## config.mk

```make
export PLATFORM = sky130hd
export DESIGN_NAME = sdram_arbiter_flat
export DESIGN_NICKNAME = d
export VERILOG_FILES = /design/src/rtl/sdram_arbiter_if.sv /design/src/rtl/sdram_arbiter.sv /design/src/flat_wrapper.sv
export SDC_FILE = /design/constraint.sdc
export NUM_CORES = 1
export LEC_CHECK = 0
export CORE_AREA = 2 2 120 122
export DETAILED_ROUTE_END_ITERATION = 16
export DIE_AREA = 0 0 122 124
export SYNTH_ARGS = -nofsm -noshare
export SYNTH_HDL_FRONTEND = slang
export SYNTH_SLANG_ARGS = --single-unit
export TNS_END_PERCENT = 5
```

## constraint.sdc

```tcl
create_clock -name clk -period 3.27 [get_ports clk]
set_input_delay 0.4905 -clock clk [delete_from_list [all_inputs] [get_ports clk]]
set_output_delay 0.4905 -clock clk [all_outputs]
set_load 0.1 [all_outputs]
```

## src/rtl/sdram_arbiter_if.sv

```systemverilog
// Avalon-MM command/response bundle shared by the requester ports and the SDRAM-facing port.
interface sdram_arbiter_if;
    logic        waitrequest;
    logic [31:0] address;
    logic        read;
    logic [31:0] readdata;
    logic        readdatavalid;
    logic        write;
    logic [31:0] writedata;

    modport master (
        input  waitrequest, readdata, readdatavalid,
        output address, read, write, writedata
    );

    modport slave (
        output waitrequest, readdata, readdatavalid,
        input  address, read, write, writedata
    );
endinterface

```

## src/rtl/sdram_arbiter.sv

```systemverilog
// Two-requester round-robin Avalon-MM arbiter with grant lock on stall and an
// in-order owner FIFO that steers pipelined read responses back to their issuer.
module sdram_arbiter #(
    parameter int unsigned MAX_PENDING = 8,
    parameter int unsigned PW          = 4
) (
    input  logic                  clk,
    input  logic                  rst_n,
    sdram_arbiter_if.slave        r0,
    sdram_arbiter_if.slave        r1,
    sdram_arbiter_if.master       master,
    output logic [PW-1:0]         pending_count,
    output logic                  err_unexpected
);

    localparam int unsigned AW = (MAX_PENDING > 1) ? $clog2(MAX_PENDING) : 1;

    typedef enum logic {
        S_OPEN   = 1'b0,
        S_LOCKED = 1'b1
    } state_t;

    state_t          r_state;
    state_t          w_state_nxt;
    logic            r_lock_owner;
    logic            w_lock_owner_nxt;
    logic            r_ptr;
    logic            w_ptr_nxt;

    logic            r_fifo [MAX_PENDING];
    logic [AW-1:0]   r_wr_ptr;
    logic [AW-1:0]   r_rd_ptr;
    logic [PW-1:0]   r_count;
    logic            r_err;

    logic            w_full;
    logic            w_empty;
    logic            w_elig0;
    logic            w_elig1;
    logic            w_gnt;
    logic            w_owner;
    logic            w_sel_rd;
    logic            w_sel_wr;
    logic            w_cmd;
    logic            w_accept;
    logic            w_push;
    logic            w_pop;
    logic            w_head;

    assign w_full  = (r_count == PW'(MAX_PENDING));
    assign w_empty = (r_count == '0);

    // Read wins over write when both strobes are up; reads need a free FIFO slot.
    assign w_elig0 = r0.read ? ~w_full : r0.write;
    assign w_elig1 = r1.read ? ~w_full : r1.write;

    // Grant selection, lock tracking and round-robin pointer update.
    always_comb begin
        w_gnt            = 1'b0;
        w_owner          = r_ptr;
        w_state_nxt      = S_OPEN;
        w_lock_owner_nxt = r_lock_owner;
        w_ptr_nxt        = r_ptr;

        case (r_state)
            S_LOCKED: begin
                w_gnt   = 1'b1;
                w_owner = r_lock_owner;
            end
            default: begin
                if (w_elig0 && w_elig1) begin
                    w_gnt   = 1'b1;
                    w_owner = r_ptr;
                end else if (w_elig0) begin
                    w_gnt   = 1'b1;
                    w_owner = 1'b0;
                end else if (w_elig1) begin
                    w_gnt   = 1'b1;
                    w_owner = 1'b1;
                end
            end
        endcase

        w_sel_rd = w_owner ? r1.read  : r0.read;
        w_sel_wr = w_owner ? r1.write : r0.write;
        w_cmd    = w_gnt & (w_sel_rd | w_sel_wr);
        w_accept = w_cmd & ~master.waitrequest;

        // A stalled command pins the grant; a dropped command releases it.
        if (w_cmd && master.waitrequest) begin
            w_state_nxt      = S_LOCKED;
            w_lock_owner_nxt = w_owner;
        end

        if (w_accept) begin
            w_ptr_nxt = ~w_owner;
        end
    end

    always_ff @(posedge clk or negedge rst_n) begin
        if (!rst_n) begin
            r_state      <= S_OPEN;
            r_lock_owner <= 1'b0;
            r_ptr        <= 1'b0;
        end else begin
            r_state      <= w_state_nxt;
            r_lock_owner <= w_lock_owner_nxt;
            r_ptr        <= w_ptr_nxt;
        end
    end

    // Command path forwarding; everything is forced idle while reset is held.
    assign master.address   = w_owner ? r1.address   : r0.address;
    assign master.writedata = w_owner ? r1.writedata : r0.writedata;
    assign master.read      = rst_n & w_gnt & w_sel_rd;
    assign master.write     = rst_n & w_gnt & w_sel_wr & ~w_sel_rd;

    assign r0.waitrequest   = ~(rst_n & w_gnt & ~w_owner) | master.waitrequest;
    assign r1.waitrequest   = ~(rst_n & w_gnt &  w_owner) | master.waitrequest;

    // Response routing from the FIFO head.
    assign w_push = w_accept & w_sel_rd;
    assign w_pop  = master.readdatavalid & ~w_empty;
    assign w_head = r_fifo[r_rd_ptr];

    assign r0.readdatavalid = rst_n & w_pop & ~w_head;
    assign r1.readdatavalid = rst_n & w_pop &  w_head;
    assign r0.readdata      = master.readdata;
    assign r1.readdata      = master.readdata;

    always_ff @(posedge clk or negedge rst_n) begin
        if (!rst_n) begin
            for (int unsigned i = 0; i < MAX_PENDING; i++) begin
                r_fifo[i] <= 1'b0;
            end
            r_wr_ptr <= '0;
            r_rd_ptr <= '0;
            r_count  <= '0;
            r_err    <= 1'b0;
        end else begin
            if (w_push) begin
                r_fifo[r_wr_ptr] <= w_owner;
                r_wr_ptr         <= r_wr_ptr + AW'(1);
            end
            if (w_pop) begin
                r_rd_ptr <= r_rd_ptr + AW'(1);
            end
            case ({w_push, w_pop})
                2'b10:   r_count <= r_count + PW'(1);
                2'b01:   r_count <= r_count - PW'(1);
                default: r_count <= r_count;
            endcase
            if (master.readdatavalid && w_empty) begin
                r_err <= 1'b1;
            end
        end
    end

    assign pending_count  = r_count;
    assign err_unexpected = r_err;

endmodule

```

## src/flat_wrapper.sv

```systemverilog
// flat-port wrapper written by rule: the top's interface ports become plain ports
module sdram_arbiter_flat 
#(
    parameter int unsigned MAX_PENDING = 8,
    parameter int unsigned PW          = 4
)
  (clk, rst_n, pending_count, err_unexpected, r0_waitrequest, r0_readdata, r0_readdatavalid, r0_address, r0_read, r0_write, r0_writedata, r1_waitrequest, r1_readdata, r1_readdatavalid, r1_address, r1_read, r1_write, r1_writedata, master_waitrequest, master_readdata, master_readdatavalid, master_address, master_read, master_write, master_writedata);
  sdram_arbiter_if r0_i ();
  sdram_arbiter_if r1_i ();
  sdram_arbiter_if master_i ();
  input  logic clk;
  input  logic rst_n;
  output logic [PW-1:0] pending_count;
  output logic err_unexpected;
  output wire logic [$bits(r0_i.waitrequest)-1:0] r0_waitrequest;
  output wire logic [$bits(r0_i.readdata)-1:0] r0_readdata;
  output wire logic [$bits(r0_i.readdatavalid)-1:0] r0_readdatavalid;
  input wire logic [$bits(r0_i.address)-1:0] r0_address;
  input wire logic [$bits(r0_i.read)-1:0] r0_read;
  input wire logic [$bits(r0_i.write)-1:0] r0_write;
  input wire logic [$bits(r0_i.writedata)-1:0] r0_writedata;
  output wire logic [$bits(r1_i.waitrequest)-1:0] r1_waitrequest;
  output wire logic [$bits(r1_i.readdata)-1:0] r1_readdata;
  output wire logic [$bits(r1_i.readdatavalid)-1:0] r1_readdatavalid;
  input wire logic [$bits(r1_i.address)-1:0] r1_address;
  input wire logic [$bits(r1_i.read)-1:0] r1_read;
  input wire logic [$bits(r1_i.write)-1:0] r1_write;
  input wire logic [$bits(r1_i.writedata)-1:0] r1_writedata;
  input wire logic [$bits(master_i.waitrequest)-1:0] master_waitrequest;
  input wire logic [$bits(master_i.readdata)-1:0] master_readdata;
  input wire logic [$bits(master_i.readdatavalid)-1:0] master_readdatavalid;
  output wire logic [$bits(master_i.address)-1:0] master_address;
  output wire logic [$bits(master_i.read)-1:0] master_read;
  output wire logic [$bits(master_i.write)-1:0] master_write;
  output wire logic [$bits(master_i.writedata)-1:0] master_writedata;
  assign r0_waitrequest = r0_i.waitrequest;
  assign r0_readdata = r0_i.readdata;
  assign r0_readdatavalid = r0_i.readdatavalid;
  assign r0_i.address = r0_address;
  assign r0_i.read = r0_read;
  assign r0_i.write = r0_write;
  assign r0_i.writedata = r0_writedata;
  assign r1_waitrequest = r1_i.waitrequest;
  assign r1_readdata = r1_i.readdata;
  assign r1_readdatavalid = r1_i.readdatavalid;
  assign r1_i.address = r1_address;
  assign r1_i.read = r1_read;
  assign r1_i.write = r1_write;
  assign r1_i.writedata = r1_writedata;
  assign master_i.waitrequest = master_waitrequest;
  assign master_i.readdata = master_readdata;
  assign master_i.readdatavalid = master_readdatavalid;
  assign master_address = master_i.address;
  assign master_read = master_i.read;
  assign master_write = master_i.write;
  assign master_writedata = master_i.writedata;
  sdram_arbiter #(.MAX_PENDING(MAX_PENDING), .PW(PW)) u_core (.clk(clk), .rst_n(rst_n), .r0(r0_i), .r1(r1_i), .master(master_i), .pending_count(pending_count), .err_unexpected(err_unexpected));
endmodule
```

==> results.md <==
- Status: complete, but fails checks
- Violated checks: setup timing
- CTS tree: yes
- # IOs: 307
- Max stage delay on crit path: 550 ps
- Gr usage total: 12.9%
- Final Instance Area: 5660 um^2
- Synth Flop Type: dfrtp_1
- Die W: 122 um
- Sink count of the clock tree: 22
- Final Cycle Share: 101%
- # rows: 43
- GRT Residual Overflow: 0
- RSZ-0062 raised after global routing: true
- Critical Path RT: 2780 ps
- H-Tree Depth: 1
- Int Power: 2520 uW
- Switch share: 55.2%
- Min Tclk post-route: 3290 ps
- 1st-iter DRT viols: 60
- Yosys Warn Count: 0
- NumNets Final: 605
- Via count of the first global-routing pass: 2,746
- Crit path launch type: flop
- Layout cell share with drive strength beyond 1: 45.5%
- Fill cells: 1,289
- Reg-to-Reg Start: u_core.pending_count[1]$_DFFE_PN0P_
- WP buf/inv: 2
- Setup CP Type: reg -> out
- CTS Buf Count: 3
- Worst Setup End Kind: output pin
- Detailed-route DRC error count: 0
- Dpl cell area: 5470 um^2
- DIE HEIGHT: 124 um
- Worst slew pin tran: 963 ps
- Starting Density: 20.5%
- Combinational fraction of design power: 83.6%
- Post-synth cell types: 47
- CP startpoint: u_core.pending_count[1]$_DFFE_PN0P_
- Slew Limit Fails: 0
- Core area: 13,700 um^2
- Crit-path cells: or4b_4 > a221oi_4 > a211oi_2 > or2_4 > buf_12 > mux2_4 > buf_12
- CP Max Fanout: 21
- Async set-reset flop share out of synthesis: 100%
- Psw: 3110 uW
- Largest net degree at the start of global routing: 31
- # port buffers: 210
- Routed vias/inst: 4.34
- PD cells: 995 nW/um^2
- Clock Pin Slew Worst Setup and Hold Paths: 60 ps
- Worst setup margin: -21.7 ps
- Via count: 2,650
- First-pass GRT wire length: 15,200 um
- Achievable Freq: 304 MHz
- Clk_lat worst skew: 250 ps
- Most common cell after layout, fill and taps aside: clkdlybuf4s50_1
- Routability cong.: 0.814
- Clk_skew: 3.41 ps
- Critical path's most frequent cell: buf_12
- Root buffer selected by CTS: clkbuf_16
- Maxcap violations: 0
- Pre-CTS setup slack: -126 ps
- CP top delay family: simple AND/OR/NAND/NOR gates
- Post-synthesis sequential area ratio: 19.6%
- DP Cell Count: 602
- Syn Area/Cell: 10.2 um^2
- First-pass detailed-route iteration total: 4
- #FFs+latches synth: 22
- Most frequent cells in the layout: clkdlybuf4s50_1 (136), buf_12 (73), mux2_2 (44)
- Antenna violations before repair: 2
- Worst EP arrival: 2800 ps
- Drt total wl: 11,000 um
- Hold Crit Class: reg -> reg
- Final hold vios: 0
- Syn nets: 448
- Routed WL per cell: 18.0 um
- Ant. Diodes: 0
- CTS max path bufs: 2
- Post-DP HPWL: 9410 um
- Worst IR drop on VDD: 0.799 mV
- Flop pwr share: 10.3%
- Post-synth EDFFs: 0
- P_leak: 0.00234 uW
- Syn-to-layout area delta: 101%
- Slowest CP cell: or4b_4
- Clk network pwr share: 6.1%
- Detail Route Antenna Nets: 0
- Slew headroom: 35.6%
- Synthesized area: 2810 um^2
- Final setup vio count: 32
- Die area: 15,100 um^2
- Syn Inst Count: 275
- Hold Crit Start: u_core.err_unexpected$_DFFE_PN0P_
- Post-Layout Cell Count: 611
-- per-layer routing --
metal	GRT usage [%]	up-vias	wire (um)
met3	4.58	11	1140
met1	15.5	1231	4110
met4	1.65	2	74
met5	0	-	13
met2	22.9	168	5640
li1	-	1238	-
-- metrics by stage --
step                      setup TNS [ps]  total power [uW]  hold WS (ps)  utilization [%]
after floorplan                    -1480              4000           195                -
after global placement                 0              5190           438             39.9
after detailed placement            -956              5240           455             39.9
after CTS                          -8.70              5640           468             41.0
after global routing               -7220              5830           493             41.2
final                               -278              5630           463             41.2
-- cells in the mapped netlist (2+ instances only) --
| cell | instances | area (um^2) |
|---|---|---|
| mux2_2 | 45 | 507 |
| nor3b_1 | 5 | 37.5 |
| ha_1 | 5 | 62.6 |
| clkbuf_1 | 8 | 30.0 |
| buf_6 | 4 | 45.0 |
| mux2_1 | 3 | 33.8 |
| buf_4 | 64 | 480 |
| a2111oi_0 | 2 | 17.5 |
| nor2b_1 | 4 | 25.0 |
| nand2b_1 | 2 | 12.5 |
| and3b_1 | 2 | 17.5 |
| a211oi_1 | 2 | 15.0 |
| mux2_4 | 27 | 405 |
| buf_2 | 5 | 25.0 |
| and3_1 | 2 | 12.5 |
| nand3b_1 | 3 | 22.5 |
| o21ai_0 | 6 | 30.0 |
| xnor2_1 | 4 | 35.0 |
| xor2_1 | 5 | 43.8 |
| a21oi_1 | 3 | 15.0 |
| nand3_1 | 4 | 20.0 |
| o311ai_1 | 9 | 78.8 |
| dfrtp_1 | 22 | 551 |
| nor3_1 | 3 | 15.0 |
| nand2_1 | 4 | 15.0 |
| inv_1 | 3 | 11.3 |
| nor2_1 | 7 | 26.3 |
| mux4_2 | 2 | 45.0 |
| nor4b_1 | 2 | 17.5 |
-- path summary, 6_finish.rpt --
check | endpoint | slack (ps) | cells past startpoint
setup / recovery | master_address[0] | -20 | 7
hold / removal | u_core.err_unexpected$_DFFE_PN0P_ | 460 | 1
setup reg to reg | u_core.pending_count[2]$_DFFE_PN0P_ | 240 | 11
hold reg to reg | u_core.err_unexpected$_DFFE_PN0P_ | 460 | 1
max in group asynchronous | u_core.r_fifo[5]$_DFFE_PN0P_ | 2080 | 2
min in group asynchronous | u_core.r_state$_DFF_PN0_ | 610 | 1
-- cell families after synthesis --
kind of cell             count (synthesis)  synth area share [%]
AND/OR/NAND/NOR                         45                  9.98
adder cells (fa/ha/maj)                  5                  2.23
XOR/XNOR                                 9                  2.81
multiplexers                            78                  35.6
AO/OA/AOI/OAI                           31                  8.55
buffers and inverters                   85                  21.2
flip-flops                              22                  19.6
-- area by class of cell --
type / instances / area [um^2] / share of cell area [%]
clock buffer: 3 / 75.1 / 1.33
multi-input combinational: 168 / 1750 / 30.9
clock inverter: 1 / 30.0 / 0.531
timing repair buffer: 234 / 3010 / 53.2
sequential: 22 / 558 / 9.87
inverter: 3 / 11.3 / 0.199
tap: 180 / 225 / 3.98
-- what timing repair did --
action,in CTS,in global routing
pin swaps,3,2
setup endpoints to repair,61,64
resized for setup,2,6
setup buffers,5,0
hold buffers,0,0
-- sequential cells by signal (all words and copies together), names as in the netlist --
register / flops
u_core.r_state: 1
u_core.err_unexpected: 1
u_core.r_lock_owner: 1
u_core.r_fifo: 8
u_core.r_rd_ptr: 3
u_core.r_ptr: 1
u_core.r_wr_ptr: 3
u_core.pending_count: 4
-- power by group through the flow --
stage	Clock [uW]	Combinational [uW]	Sequential, uW
4_1_cts	346	4730	571
3_3_place_gp	0	4600	585
3_5_place_dp	0	4650	596
2_1_floorplan	0	3270	723
6_report	342	4710	580
5_1_grt	356	4870	602
Power figures use the tool's default switching activity.
